File: src/rtl/axi_ohs_pkg.sv
// rtl/axi_ohs_pkg.sv - shared constants, FSM state types and strobe helper for the AXI4-Lite register bank
package axi_ohs_pkg;

    localparam int AXI_DATA_WIDTH = 32;
    localparam int AXI_STRB_WIDTH = 4;

    localparam logic [1:0] RESP_OKAY   = 2'b00;
    localparam logic [1:0] RESP_SLVERR = 2'b10;

    typedef enum logic [1:0] {
        WR_IDLE,
        WR_ADDR,
        WR_DATA,
        WR_RESP
    } wr_state_e;

    typedef enum logic {
        RD_IDLE,
        RD_VALID
    } rd_state_e;

    // Expands a byte strobe into a per-bit write mask.
    function automatic logic [AXI_DATA_WIDTH-1:0] strb_to_mask(input logic [AXI_STRB_WIDTH-1:0] strb);
        logic [AXI_DATA_WIDTH-1:0] mask;
        mask = '0;
        for (int b = 0; b < AXI_STRB_WIDTH; b++) begin
            mask[b*8 +: 8] = {8{strb[b]}};
        end
        return mask;
    endfunction

endpackage

File: src/rtl/axi_ohs_wstrb_merge.sv
// rtl/axi_ohs_wstrb_merge.sv - byte-strobe merge of new write data over the prior register word
module axi_ohs_wstrb_merge
    import axi_ohs_pkg::*;
(
    input  logic [AXI_DATA_WIDTH-1:0] prior_i,
    input  logic [AXI_DATA_WIDTH-1:0] data_i,
    input  logic [AXI_STRB_WIDTH-1:0] strb_i,
    output logic [AXI_DATA_WIDTH-1:0] merged_o
);

    logic [AXI_DATA_WIDTH-1:0] mask;

    assign mask     = strb_to_mask(strb_i);
    assign merged_o = (data_i & mask) | (prior_i & ~mask);

endmodule

File: src/rtl/axi_ohs_regbank.sv
// rtl/axi_ohs_regbank.sv - AXI4-Lite slave bank of N_REGS R/W or hardware-driven RO registers
// Optional AXI_OHS_REGBANK_SLVERR_EN: SLVERR on RO/out-of-range writes and out-of-range reads.
module axi_ohs_regbank
    import axi_ohs_pkg::*;
#(
    parameter int                N_REGS           = 8,
    parameter int                C_AXI_ADDR_WIDTH = 5,
    parameter logic [N_REGS-1:0] RO_MASK          = '0
) (
    input  logic                          s_axi_aclk,
    input  logic                          s_axi_areset,

    input  logic [C_AXI_ADDR_WIDTH-1:0]   s_axi_awaddr,
    input  logic                          s_axi_awvalid,
    output logic                          s_axi_awready,

    input  logic [AXI_DATA_WIDTH-1:0]     s_axi_wdata,
    input  logic [AXI_STRB_WIDTH-1:0]     s_axi_wstrb,
    input  logic                          s_axi_wvalid,
    output logic                          s_axi_wready,

    output logic [1:0]                    s_axi_bresp,
    output logic                          s_axi_bvalid,
    input  logic                          s_axi_bready,

    input  logic [C_AXI_ADDR_WIDTH-1:0]   s_axi_araddr,
    input  logic                          s_axi_arvalid,
    output logic                          s_axi_arready,

    output logic [AXI_DATA_WIDTH-1:0]     s_axi_rdata,
    output logic [1:0]                    s_axi_rresp,
    output logic                          s_axi_rvalid,
    input  logic                          s_axi_rready,

    output logic [N_REGS*32-1:0]          reg_out,
    input  logic [N_REGS*32-1:0]          hw_in,
    output logic [N_REGS-1:0]             wr_pulse
);

    localparam int IDX_W = C_AXI_ADDR_WIDTH - 2;

    wr_state_e                 wr_state_q;
    logic [IDX_W-1:0]          aw_idx_q;
    logic [AXI_DATA_WIDTH-1:0] wdata_q;
    logic [AXI_STRB_WIDTH-1:0] wstrb_q;
    logic                      awready_q;
    logic                      wready_q;
    logic                      bvalid_q;
    logic [1:0]                bresp_q;
    logic [N_REGS-1:0]         wr_pulse_q;

    rd_state_e                 rd_state_q;
    logic                      arready_q;
    logic                      rvalid_q;
    logic [1:0]                rresp_q;
    logic [AXI_DATA_WIDTH-1:0] rdata_q;

    logic [IDX_W-1:0]          aw_idx_in;
    logic [IDX_W-1:0]          rd_idx;
    logic                      commit_en;
    logic [IDX_W-1:0]          commit_idx;
    logic [AXI_DATA_WIDTH-1:0] commit_data;
    logic [AXI_STRB_WIDTH-1:0] commit_strb;
    logic [N_REGS-1:0]         wr_hit;
    logic [1:0]                wr_resp;
    logic [1:0]                rd_resp;
    logic [AXI_DATA_WIDTH-1:0] rd_val;
    logic [AXI_DATA_WIDTH-1:0] cur [N_REGS];
    logic                      unused_addr_lsbs;

    assign aw_idx_in        = s_axi_awaddr[C_AXI_ADDR_WIDTH-1:2];
    assign rd_idx           = s_axi_araddr[C_AXI_ADDR_WIDTH-1:2];
    assign unused_addr_lsbs = ^{s_axi_awaddr[1:0], s_axi_araddr[1:0]};

    // Readies are registered but forced low while reset is held.
    assign s_axi_awready = awready_q & ~s_axi_areset;
    assign s_axi_wready  = wready_q  & ~s_axi_areset;
    assign s_axi_arready = arready_q & ~s_axi_areset;
    assign s_axi_bvalid  = bvalid_q;
    assign s_axi_bresp   = bresp_q;
    assign s_axi_rvalid  = rvalid_q;
    assign s_axi_rresp   = rresp_q;
    assign s_axi_rdata   = rdata_q;
    assign wr_pulse      = wr_pulse_q;

    // The write completes on whichever edge sees the second of AW/W.
    always_comb begin
        commit_en   = 1'b0;
        commit_idx  = aw_idx_in;
        commit_data = s_axi_wdata;
        commit_strb = s_axi_wstrb;
        unique case (wr_state_q)
            WR_IDLE: commit_en = s_axi_awvalid & s_axi_wvalid;
            WR_ADDR: begin
                commit_en  = s_axi_wvalid;
                commit_idx = aw_idx_q;
            end
            WR_DATA: begin
                commit_en   = s_axi_awvalid;
                commit_data = wdata_q;
                commit_strb = wstrb_q;
            end
            default: commit_en = 1'b0;
        endcase
    end

    always_comb begin
        wr_hit = '0;
        for (int i = 0; i < N_REGS; i++) begin
            if (commit_en && int'(commit_idx) == i && !RO_MASK[i]) begin
                wr_hit[i] = 1'b1;
            end
        end
    end

`ifdef AXI_OHS_REGBANK_SLVERR_EN
    logic rd_in_range;
    assign rd_in_range = int'(rd_idx) < N_REGS;
    assign wr_resp     = (|wr_hit) ? RESP_OKAY : RESP_SLVERR;
    assign rd_resp     = rd_in_range ? RESP_OKAY : RESP_SLVERR;
`else
    assign wr_resp = RESP_OKAY;
    assign rd_resp = RESP_OKAY;
`endif

    for (genvar i = 0; i < N_REGS; i++) begin : g_reg
        if (RO_MASK[i]) begin : g_ro
            assign cur[i] = '0;
        end else begin : g_rw
            logic [AXI_DATA_WIDTH-1:0] data_q;
            logic [AXI_DATA_WIDTH-1:0] data_d;

            axi_ohs_wstrb_merge u_merge (
                .prior_i  (data_q),
                .data_i   (commit_data),
                .strb_i   (commit_strb),
                .merged_o (data_d)
            );

            always_ff @(posedge s_axi_aclk or posedge s_axi_areset) begin
                if (s_axi_areset) begin
                    data_q <= '0;
                end else if (wr_hit[i]) begin
                    data_q <= data_d;
                end
            end

            assign cur[i] = data_q;
        end
        assign reg_out[i*32 +: 32] = cur[i];
    end

    always_ff @(posedge s_axi_aclk or posedge s_axi_areset) begin
        if (s_axi_areset) begin
            wr_state_q <= WR_IDLE;
            aw_idx_q   <= '0;
            wdata_q    <= '0;
            wstrb_q    <= '0;
            awready_q  <= 1'b1;
            wready_q   <= 1'b1;
            bvalid_q   <= 1'b0;
            bresp_q    <= RESP_OKAY;
            wr_pulse_q <= '0;
        end else begin
            wr_pulse_q <= wr_hit;
            if (commit_en) begin
                wr_state_q <= WR_RESP;
                awready_q  <= 1'b0;
                wready_q   <= 1'b0;
                bvalid_q   <= 1'b1;
                bresp_q    <= wr_resp;
            end else begin
                unique case (wr_state_q)
                    WR_IDLE: begin
                        if (s_axi_awvalid) begin
                            aw_idx_q   <= aw_idx_in;
                            awready_q  <= 1'b0;
                            wr_state_q <= WR_ADDR;
                        end else if (s_axi_wvalid) begin
                            wdata_q    <= s_axi_wdata;
                            wstrb_q    <= s_axi_wstrb;
                            wready_q   <= 1'b0;
                            wr_state_q <= WR_DATA;
                        end
                    end
                    WR_RESP: begin
                        if (s_axi_bready) begin
                            bvalid_q   <= 1'b0;
                            awready_q  <= 1'b1;
                            wready_q   <= 1'b1;
                            wr_state_q <= WR_IDLE;
                        end
                    end
                    default: wr_state_q <= wr_state_q;
                endcase
            end
        end
    end

    // Reads see the pre-commit register value, so a same-edge write is not visible yet.
    always_comb begin
        rd_val = '0;
        for (int i = 0; i < N_REGS; i++) begin
            if (int'(rd_idx) == i) begin
                rd_val = RO_MASK[i] ? hw_in[i*32 +: 32] : cur[i];
            end
        end
    end

    always_ff @(posedge s_axi_aclk or posedge s_axi_areset) begin
        if (s_axi_areset) begin
            rd_state_q <= RD_IDLE;
            arready_q  <= 1'b1;
            rvalid_q   <= 1'b0;
            rresp_q    <= RESP_OKAY;
            rdata_q    <= '0;
        end else begin
            unique case (rd_state_q)
                RD_IDLE: begin
                    if (s_axi_arvalid) begin
                        rdata_q    <= rd_val;
                        rresp_q    <= rd_resp;
                        rvalid_q   <= 1'b1;
                        arready_q  <= 1'b0;
                        rd_state_q <= RD_VALID;
                    end
                end
                RD_VALID: begin
                    if (s_axi_rready) begin
                        rvalid_q   <= 1'b0;
                        arready_q  <= 1'b1;
                        rd_state_q <= RD_IDLE;
                    end
                end
                default: rd_state_q <= RD_IDLE;
            endcase
        end
    end

endmodule

File: config.mk
export PLATFORM = sky130hd
export DESIGN_NAME = axi_ohs_regbank
export DESIGN_NICKNAME = d
export VERILOG_FILES = /design/src/rtl/axi_ohs_pkg.sv /design/src/rtl/axi_ohs_wstrb_merge.sv /design/src/rtl/axi_ohs_regbank.sv
export SDC_FILE = /design/constraint.sdc
export NUM_CORES = 1
export LEC_CHECK = 0
export CAP_MARGIN = 10
export CORE_MARGIN = 2
export CORE_UTILIZATION = 30
export CTS_CLUSTER_DIAMETER = 30
export CTS_CLUSTER_SIZE = 20
export DETAILED_ROUTE_END_ITERATION = 10
export GPL_TIMING_DRIVEN = 1
export PLACE_DENSITY = 0.57
export SYNTH_ARGS = -nofsm -noshare
export SYNTH_HDL_FRONTEND = slang
export SYNTH_HIERARCHICAL = 1
export SYNTH_SLANG_ARGS = --single-unit
File: constraint.sdc
create_clock -name s_axi_aclk -period 19.8 [get_ports s_axi_aclk]
set_input_delay 2.97 -clock s_axi_aclk [delete_from_list [all_inputs] [get_ports s_axi_aclk]]
set_output_delay 2.97 -clock s_axi_aclk [all_outputs]
set_load 0.1 [all_outputs]
# Word-level counts from Yosys, hierarchy flattened
# Index checks and enable logic that the tools add are counted.
# op_classes
eq_ne,24
n_mux,45
bitwise_logic,26
reduce_logical,22
# ops
operator,count
32-bit AND,9
32-bit two-way mux,9
32-bit OR,8
32-bit inverter,1
3-bit == test (second input constant),8
1-bit two-way mux,23
3-bit by 2-bit == test with 1-bit output (second input constant),4
3-bit != test (second input constant),4
1-bit case mux with 2 select lines,5
3-bit AND reduction,3
1-bit logical AND,8
2-bit two-way mux,4
4-bit AND reduction,2
3-bit by 1-bit == test with 1-bit output (second input constant),2
3-bit zero test,2
2-bit AND reduction,3
1-bit AND,4
2-bit == test (second input constant),2
4-bit two-way mux,1
2-bit != test (second input constant),2
4-bit != test (second input constant),1
1-bit inverter,4
2-bit case mux with 2 select lines,1
2-bit nonzero test,2
5 further kinds,5
# word_totals
regBits,343
in_bits,309
output_inout_bits,305

# Longest topological paths before layout
# Gate-level depths: netlist of run 1.
# depth
ltp_word,9
mapped_depth,8
mapped_depth_nobuf,4

# Hierarchy
# Netlist of run 1, hierarchy kept.
# by_module_without_submodules
module,n_inst,cells_each,area_per_inst_um2,seq_area_each_um2
axi_ohs_regbank,1,1194,15916.5,8587.0
axi_ohs_wstrb_merge,8,36,525.5,0.0

# Worst setup path before layout of run 1
# OpenSTA, ideal clock, no wires.
# synth_path
path_type,in2out
from,in s_axi_areset
to,out s_axi_awready
arrival_ps,4223
setup_slack_ps,12607
cell_stages,1
path_buffers,0
path_cell_list,nor2_1
# synth_via
elab_chain_cells,2
# synth_rtl
item,line_no,rtl
start: declaration,axi_ohs_regbank.sv:11,"input logic s_axi_areset,"
1-bit inverter,axi_ohs_regbank.sv:76,assign s_axi_awready = awready_q & ~s_axi_areset;
1-bit AND,axi_ohs_regbank.sv:76,
end: declaration,axi_ohs_regbank.sv:15,"output logic s_axi_awready,"
# No other way between the ends.

# Final worst setup path of run 1
# layout_path
from,in s_axi_areset
to,out s_axi_wready
# layout_via
elab_chain_cells,2
# layout_rtl
item,line_no,rtl
1-bit inverter,axi_ohs_regbank.sv:77,assign s_axi_wready = wready_q & ~s_axi_areset;
1-bit AND,axi_ohs_regbank.sv:77,
end: declaration,axi_ohs_regbank.sv:20,"output logic s_axi_wready,"
# No other way between the ends.

==> results.sh, run 1 <==
export IMPL_met3_usage_pct=7.015
export IMPL_hold_class="reg -> reg"
export IMPL_grt_pass1_wl_um=101800
export IMPL_hold_viol_final=0
export IMPL_seq_area_um2=8587
export IMPL_nFillCells=6108
export IMPL_cts_made_buffers=98
export IMPL_cp_start_kind="input pin"
export IMPL_cp_end_kind="primary output"
export IMPL_drtAntennaViolNets=0
export IMPL_grt_overflow=0
export IMPL_finalClockSkew_ps=18.65
export IMPL_synth_warnings=6
export IMPL_first_global_vias=15050
export IMPL_route_detailed_drc=0
export IMPL_slew_violations=0
export IMPL_die_width_um=263.0
export IMPL_coreArea_um2=66100
export IMPL_grt_max_degree=105
export IMPL_yosysMostFrequentCell="mux2_4"
export IMPL_multi_input_area_um2=10620
export IMPL_synth_seq_area_share_pct=42.68
export IMPL_netlist_instances=1482
export IMPL_crit_slowest_cell="clkdlybuf4s50_1"
export IMPL_cts_resized=0
export IMPL_syn_area_um2=20120
export IMPL_crit_family="buffers and inverters"
export IMPL_drt_pass1_iterations=5
export IMPL_yosysUniqueCellTypes=48
export IMPL_fmax_mhz=128.4
export IMPL_synth_edf_count=0
export IMPL_grt_total_usage_pct=19.44
export IMPL_run_status="completed"
export IMPL_grt_setup_unrepaired="no"
export IMPL_post_route_period_util_pct=39.34
export IMPL_top_usage_layer="met2"
export IMPL_viasPerCell=5.045
export IMPL_clock_path_buffers=3
export IMPL_start_util_pct=30.44
export IMPL_antenna_found_initial=4
export IMPL_syn_to_final_growth_pct=37.66
export IMPL_synth_flop_cell="dfrtp_1"
export IMPL_slew_headroom_pct=25.51
export IMPL_crit_chain="clkdlybuf4s50_1, nor2_1, clkdlybuf4s50_1"
export IMPL_nets=2146
export IMPL_synth_fa_ha_area_share_pct=0
export IMPL_maxCapViolations=0
export IMPL_synth_area_leaders="dfrtp_1, mux2_4, mux2_2"
export IMPL_min_period_ps=7790
export IMPL_avgSynthCellArea_um2=13.58
export IMPL_async_flop_share_pct=100.0
export IMPL_clock_sinks=343
export IMPL_crit_arrival_ps=4820
export IMPL_fin_cells=2784
export IMPL_yosys_mux_area_fraction_pct=41.70
export IMPL_finalSetupTns_ps=0
export IMPL_wl_per_cell_um=24.41
export IMPL_ioPinCount=614
export IMPL_synth_xor_area_share_pct=0
export IMPL_path_class="in -> out"
export IMPL_max_stage_delay_ps=1140
export IMPL_synth_simple_area_share_pct=3.862
export IMPL_dp_cells=2601
export IMPL_port_buffers=349
export IMPL_synthTopCellsByCount="mux2_4, dfrtp_1, mux2_2, nand2_1, o21ai_0"
export IMPL_cp_common_cell="clkdlybuf4s50_1"
export IMPL_drt_iter0_drc=820
export IMPL_die_area_um2=69160
export IMPL_clkLatencyLatePin_ps=630
export IMPL_critPathBufInv=2
export IMPL_setup_viol=0
export IMPL_tritoncts="built"
export IMPL_cts_root_buffer="clkbuf_16"
export IMPL_tightest_slew_ps=1114
export IMPL_cp_required_ps=16830
export IMPL_clkSlewWorstSetupHoldPaths_ps=40
export IMPL_path_max_fanout=4
export IMPL_post_cts_buffers=0
export IMPL_floorplan_rows=94
export IMPL_dpl_hpwl_um=41800
export IMPL_gr_usage_met2_pct=29.81
export IMPL_gr_usage_met1_pct=25.60
export IMPL_wirelength_um=67960
export IMPL_htree_levels=3
export IMPL_synth_largest_area_cell="dfrtp_1"
export IMPL_hold_buffers=0
export IMPL_synth_top_area_share_pct=42.29
export IMPL_synth_top_family_by_area="multiplexers"
export IMPL_die_h_um=263.0
export IMPL_gp_congestion=0.7885
export IMPL_layout_drive_gt1_share_pct=40.82
export IMPL_synth_seq_cells=343
export IMPL_synth_compound_area_share_pct=6.784
export IMPL_vias=14050
-- sequential cells by signal, indices dropped and copies added (netlist names) --
| name | flops |
|---|---|
| g.g_rw.data_q | 256 |
| s_axi_rdata | 32 |
| wdata_q | 32 |
| wr_pulse | 8 |
| wstrb_q | 4 |
| aw_idx_q | 3 |
| wr_state_q | 2 |
| arready_q | 1 |
| awready_q | 1 |
| rd_state_q | 1 |
| s_axi_bvalid | 1 |
| s_axi_rvalid | 1 |
| wready_q | 1 |
-- layer usage --
layer	wire [µm]	up-vias
met3	5781	101
met1	30640	7257
met4	1279	4
li1	-	6194
met2	30230	489
met5	30	-
-- layout by cell type, fill, tap and decap left out, drive strengths merged, types with 24 or more instances in the layout --
| cell type | netlist | final |
|---|---|---|
| a21oi | 46 | 46 |
| clkdlybuf4s50 | 0 | 344 |
| nand2 | 60 | 60 |
| clkinv | 0 | 24 |
| mux2 | 586 | 586 |
| dfrtp | 340 | 340 |
| mux2i | 48 | 48 |
| nand2b | 32 | 32 |
| o21ai | 60 | 60 |
| clkbuf | 33 | 126 |
| buf | 89 | 30 |
| o211ai | 57 | 57 |
-- final timing paths --
check,from,endpoint,slack [ps],depth (start not counted)
max,s_axi_areset,s_axi_wready,12010,3
min,s_axi_rdata[1],s_axi_rdata[1],480,2
max reg2reg,wr_state_q[0],g_reg[3].g_rw.data_q[15],16200,5
min reg2reg,s_axi_rdata[1],s_axi_rdata[1],480,2
max in group asynchronous,s_axi_areset,g_reg[5].g_rw.data_q[15],13910,5
min in group asynchronous,s_axi_areset,wr_state_q[1],2940,2
-- final cells by class --
cell class / count / share of cell area [%]
multi-input combinational: 1005 / 38.33
antenna: 2 / 0.01807
sequential: 343 / 31.00
timing repair buffer: 374 / 13.24
clock buffer: 126 / 9.997
inverter: 15 / 0.2304
clock inverter: 55 / 3.280
tap: 864 / 3.903
-- metrics by stage --
step / hold WS, ps / instance area, µm² / util (%) / worst slack (ps)
5_1_grt: 510.6 / 27690 / 41.90 / 11950
4_1_cts: 479.1 / 27690 / 41.90 / 11990
2_1_floorplan: 454.1 / 20130 / - / 7327
3_3_place_gp: 464.7 / 24020 / 36.33 / 12010
3_5_place_dp: 469.8 / 24020 / 36.33 / 12000
6_report: 477.8 / 27700 / 41.90 / 12010
-- kinds of logic after synthesis --
logic type,Yosys count
multiplexers,635
flip-flops,343
AO/OA/AOI/OAI,214
other,1
buffers and inverters,137
AND/OR/NAND/NOR,152
-- worst reg2reg max path, stage by stage (launching register included) --
cell	delay, ps
dfrtp_1	620
nand2b_4	730
mux2_4	670
buf_4	760
mux2_4	400
mux2_1	280
Power of run 1 is not shown: default switching activity piles up to over one toggle a cycle in this logic, so the estimate is an artifact.
==> inputs of run 2 (changes only) <==
- PLACE_DENSITY: 0.57 -> 0.59
- clock period: 19.8 -> 7.1 ns (I/O delays scaled with it)
==> results.sh, run 2 (synthesized netlist as in run 1, its figures left out) <==
export IMPL_finalClockSkew_ps=31.24
export IMPL_top_register="g.g_rw.data_q"
export IMPL_min_period_ps=4255
export IMPL_final_util_pct=41.71
export IMPL_largest_register_ff_count=256
export IMPL_cts_made_buffers=96
export IMPL_cts_resized=0
export IMPL_grt_pass1_wl_um=100200
export IMPL_grt_overflow=0
export IMPL_tritoncts="built"
export IMPL_wirelength_um=67560
export IMPL_crit_arrival_ps=3190
export IMPL_ioPinCount=614
export IMPL_gr_usage_met2_pct=29.07
export IMPL_slew_headroom_pct=22.13
export IMPL_final_common_cell="mux2_4"
export IMPL_hold_buffers=0
export IMPL_cts_root_buffer="clkbuf_16"
export IMPL_path_max_fanout=4
export IMPL_post_cts_buffers=0
export IMPL_grt_total_usage_pct=19.19
export IMPL_gp_congestion=0.8109
export IMPL_clkLatencyLatePin_ps=630
export IMPL_fmax_mhz=235.0
export IMPL_cp_start_kind="input pin"
export IMPL_die_h_um=263.0
export IMPL_grt_max_degree=153
export IMPL_dpl_hpwl_um=41970
export IMPL_tightest_slew_ps=1168
export IMPL_clock_path_buffers=3
export IMPL_run_status="completed"
export IMPL_hold_class="reg -> reg"
export IMPL_drtAntennaViolNets=0
export IMPL_coreArea_um2=66100
export IMPL_grt_setup_unrepaired="no"
export IMPL_setup_viol=0
export IMPL_clock_sinks=343
export IMPL_maxCapViolations=0
export IMPL_finalSetupTns_ps=0
export IMPL_vias=14170
export IMPL_layout_drive_gt1_share_pct=40.37
export IMPL_nets=2145
export IMPL_cp_end_kind="primary output"
export IMPL_slew_violations=0
export IMPL_met3_usage_pct=6.566
export IMPL_hold_viol_final=0
export IMPL_syn_to_final_growth_pct=37.03
export IMPL_cp_required_ps=6030
export IMPL_first_global_vias=14910
export IMPL_path_class="in -> out"
export IMPL_drt_pass1_iterations=5
export IMPL_viasPerCell=5.094
export IMPL_clkSlewWorstSetupHoldPaths_ps=40
export IMPL_die_area_um2=69160
export IMPL_die_width_um=263.0
export IMPL_route_detailed_drc=0
export IMPL_htree_levels=3
export IMPL_drt_iter0_drc=1012
export IMPL_top_usage_layer="met2"
export IMPL_post_route_period_util_pct=59.93
export IMPL_wl_per_cell_um=24.29
export IMPL_final_cell_mix="mux2_4, clkdlybuf4s50_1, dfrtp_1"
export IMPL_floorplan_rows=94
export IMPL_start_util_pct=30.44
export IMPL_nFillCells=6135
export IMPL_port_buffers=349
export IMPL_gr_usage_met1_pct=25.58
export IMPL_antenna_found_initial=3
[run 2: changes by cell type in the layout (fill, tap and decap cells not counted), sizes merged]
cell and delta:
inv -3, clkbuf +8, clkdlybuf4s50 +1, clkinv -1, clkinvlp -3, bufinv -5
[run 2: final cells by class]
cell class | instances | area (µm²) | share of cell area (%)
multi-input combinational | 1005 | 10610 | 38.49
clock inverter | 43 | 750.7 | 2.723
tap | 864 | 1081 | 3.921
clock buffer | 134 | 2785 | 10.10
inverter | 15 | 60.06 | 0.2178
timing repair buffer | 375 | 3689 | 13.38
sequential | 343 | 8587 | 31.15
antenna | 2 | 5.005 | 0.01815
[run 2: critical path, stage by stage]
cell	delay, ps
clkdlybuf4s50_1	720
nor2_1	230
clkdlybuf4s50_1	1170
[run 2: metal layers]
metal  vias up  part of all wire, %
met4         4                  2.5
met3       126                  8.3
li1       6187                    -
met1      7342                   45
met2       508                   44
met5         -                0.033
[run 2: final timing paths]
check,startpoint,end,slack (ps),cells after the start
max in group asynchronous,s_axi_areset,g_reg[7].g_rw.data_q[10],4260,3
setup / recovery,s_axi_areset,s_axi_arready,2840,3
hold reg to reg,wdata_q[14],wdata_q[14],480,1
min in group asynchronous,s_axi_areset,wstrb_q[2],1430,2
hold / removal,wdata_q[14],wdata_q[14],480,1
setup reg to reg,wr_state_q[0],g_reg[3].g_rw.data_q[12],3100,6
[run 2: stage by stage]
| stage | worst slack (ps) | cell area [µm²] | instances | hold slack (ps) |
|---|---|---|---|---|
| floorplan | 1449 | 20140 | 1485 | 454.1 |
| global placement | 2883 | 24030 | 2602 | 465.8 |
| detailed placement | 2828 | 24030 | 2602 | 475.0 |
| CTS | 2829 | 27570 | 2779 | 484.3 |
| global route | 2775 | 27570 | 2779 | 497.2 |
| finish | 2845 | 27570 | 2781 | 479.2 |
Power of run 2 is left out for the same reason.
==> inputs of run 3 (changes only) <==
- clock period: 7.1 -> 3.6 ns (I/O delays scaled with it)
==> results.sh, run 3 (synthesized netlist as in run 1, its figures left out) <==
export IMPL_run_status="completed"
export IMPL_grt_overflow=0
export IMPL_wl_per_cell_um=24.26
export IMPL_syn_to_final_growth_pct=39.17
export IMPL_multi_input_area_um2=10610
export IMPL_ioPinCount=614
export IMPL_endpoint="g_reg[7].g_rw.data_q[27]"
export IMPL_cts_resized=0
export IMPL_met3WireLength_um=6298
export IMPL_r2r_cells=5
export IMPL_wirelength_um=68260
export IMPL_cts_made_buffers=101
export IMPL_final_cell_mix="mux2_4, dfrtp_1, clkdlybuf4s50_1"
export IMPL_crit_chain="nand2b_2, mux2_4, buf_4, mux2_4, mux2_4"
export IMPL_first_global_vias=14990
export IMPL_postPlaceCellArea_um2=24350
export IMPL_clkLatencyLatePin_ps=630
export IMPL_finalClockSkew_ps=25.60
export IMPL_nFillCells=6067
export IMPL_cts_root_buffer="clkbuf_16"
export IMPL_highest_layer="met5"
export IMPL_hold_class="reg -> reg"
export IMPL_port_buffers=349
export IMPL_start_util_pct=30.44
export IMPL_finalSetupTns_ps=0
export IMPL_top_register="g.g_rw.data_q"
export IMPL_met2WireLength_um=30340
export IMPL_critical_path_depth=5
export IMPL_clock_sinks=343
export IMPL_worstReg2RegEnd="g_reg[7].g_rw.data_q[27]"
export IMPL_cp_end_kind="flop"
export IMPL_crit_start="wr_state_q[1]"
export IMPL_fin_ws_ps=700.3
export IMPL_gp_congestion=0.8071
export IMPL_drt_pass1_iterations=5
export IMPL_slew_headroom_pct=24.61
export IMPL_diodes=0
export IMPL_hold_viol_final=0
export IMPL_coreArea_um2=66100
export IMPL_largest_register_ff_count=256
export IMPL_seq_area_um2=8587
export IMPL_grt_total_usage_pct=19.40
export IMPL_final_area_um2=28000
export IMPL_tritoncts="built"
export IMPL_die_area_um2=69160
export IMPL_tightest_slew_ps=1127
export IMPL_path_class="reg -> reg"
export IMPL_layout_drive_gt1_share_pct=42.15
export IMPL_path_max_fanout=28
export IMPL_drt_iter0_drc=809
export IMPL_clkSlewWorstSetupHoldPaths_ps=40
export IMPL_critPathBufInv=1
export IMPL_r2r_start="wr_state_q[1]"
export IMPL_final_common_cell="mux2_4"
export IMPL_crit_family="multiplexers"
export IMPL_cp_common_cell="mux2_4"
export IMPL_clock_path_buffers=3
export IMPL_ff2ff_setup_slack_ps=700
export IMPL_cp_start_kind="flop"
export IMPL_grt_setup_unrepaired="no"
export IMPL_dpl_hpwl_um=44310
export IMPL_die_h_um=263.0
export IMPL_viasPerCell=4.998
export IMPL_slew_violations=0
export IMPL_place_ws_ps=640.4
export IMPL_crit_arrival_ps=3410
export IMPL_floorplan_rows=94
export IMPL_die_width_um=263.0
export IMPL_max_stage_delay_ps=700
export IMPL_post_route_period_util_pct=80.55
export IMPL_nets=2173
export IMPL_htree_levels=3
export IMPL_hold_buffers=0
export IMPL_grt_max_degree=112
export IMPL_fmax_mhz=344.9
export IMPL_antenna_found_initial=5
export IMPL_route_detailed_drc=0
export IMPL_grt_pass1_wl_um=101200
export IMPL_min_period_ps=2900
export IMPL_crit_slowest_cell="mux2_4"
export IMPL_vias=14060
export IMPL_cp_required_ps=4110
export IMPL_maxCapViolations=0
export IMPL_post_cts_buffers=0
export IMPL_wl_met1_um=30100
export IMPL_setup_viol=0
export IMPL_drtAntennaViolNets=0
run 3: worst reg2reg max path: stages, from the launching register on:
cell	delay [ps]
dfrtp_1	640
nand2b_2	480
mux2_4	710
buf_4	370
mux2_4	320
mux2_4	260
run 3: metrics by stage:
stage | instances | utilization (%) | hold slack, ps
2_1_floorplan | 1485 | - | 454.1
3_3_place_gp | 2625 | 36.84 | 465.9
3_5_place_dp | 2625 | 36.84 | 476.3
4_1_cts | 2814 | 42.36 | 491.7
5_1_grt | 2814 | 42.36 | 497.9
6_report | 2814 | 42.36 | 482.3
run 3: layout make-up:
class / instances / area share, %
Multi-Input combinational cell: 1005 / 37.90
Sequential cell: 343 / 30.67
Timing Repair Buffer: 398 / 14.33
Clock buffer: 122 / 9.920
Tap cell: 864 / 3.861
Clock inverter: 67 / 3.114
Inverter: 15 / 0.2145
run 3: worst min-delay path by stage:
stage                            endpoint             from  cells after the start  slack [ps]
after floorplan               wdata_q[14]      wdata_q[14]                      1         450
after global placement        wdata_q[14]      wdata_q[14]                      1         470
after detailed placement      wdata_q[14]      wdata_q[14]                      1         480
after CTS                 s_axi_rdata[30]  s_axi_rdata[30]                      2         490
after global routing          wdata_q[14]      wdata_q[14]                      1         500
final                     s_axi_rdata[30]  s_axi_rdata[30]                      2         480
run 3: routing by layer:
| metal | GRT usage [%] | up-vias |
|---|---|---|
| met5 | 0 | - |
| met4 | 5.853 | 8 |
| met3 | 7.698 | 104 |
| met2 | 29.79 | 500 |
| met1 | 25.05 | 7211 |
| li1 | - | 6241 |
Power of run 3 is left out for the same reason.
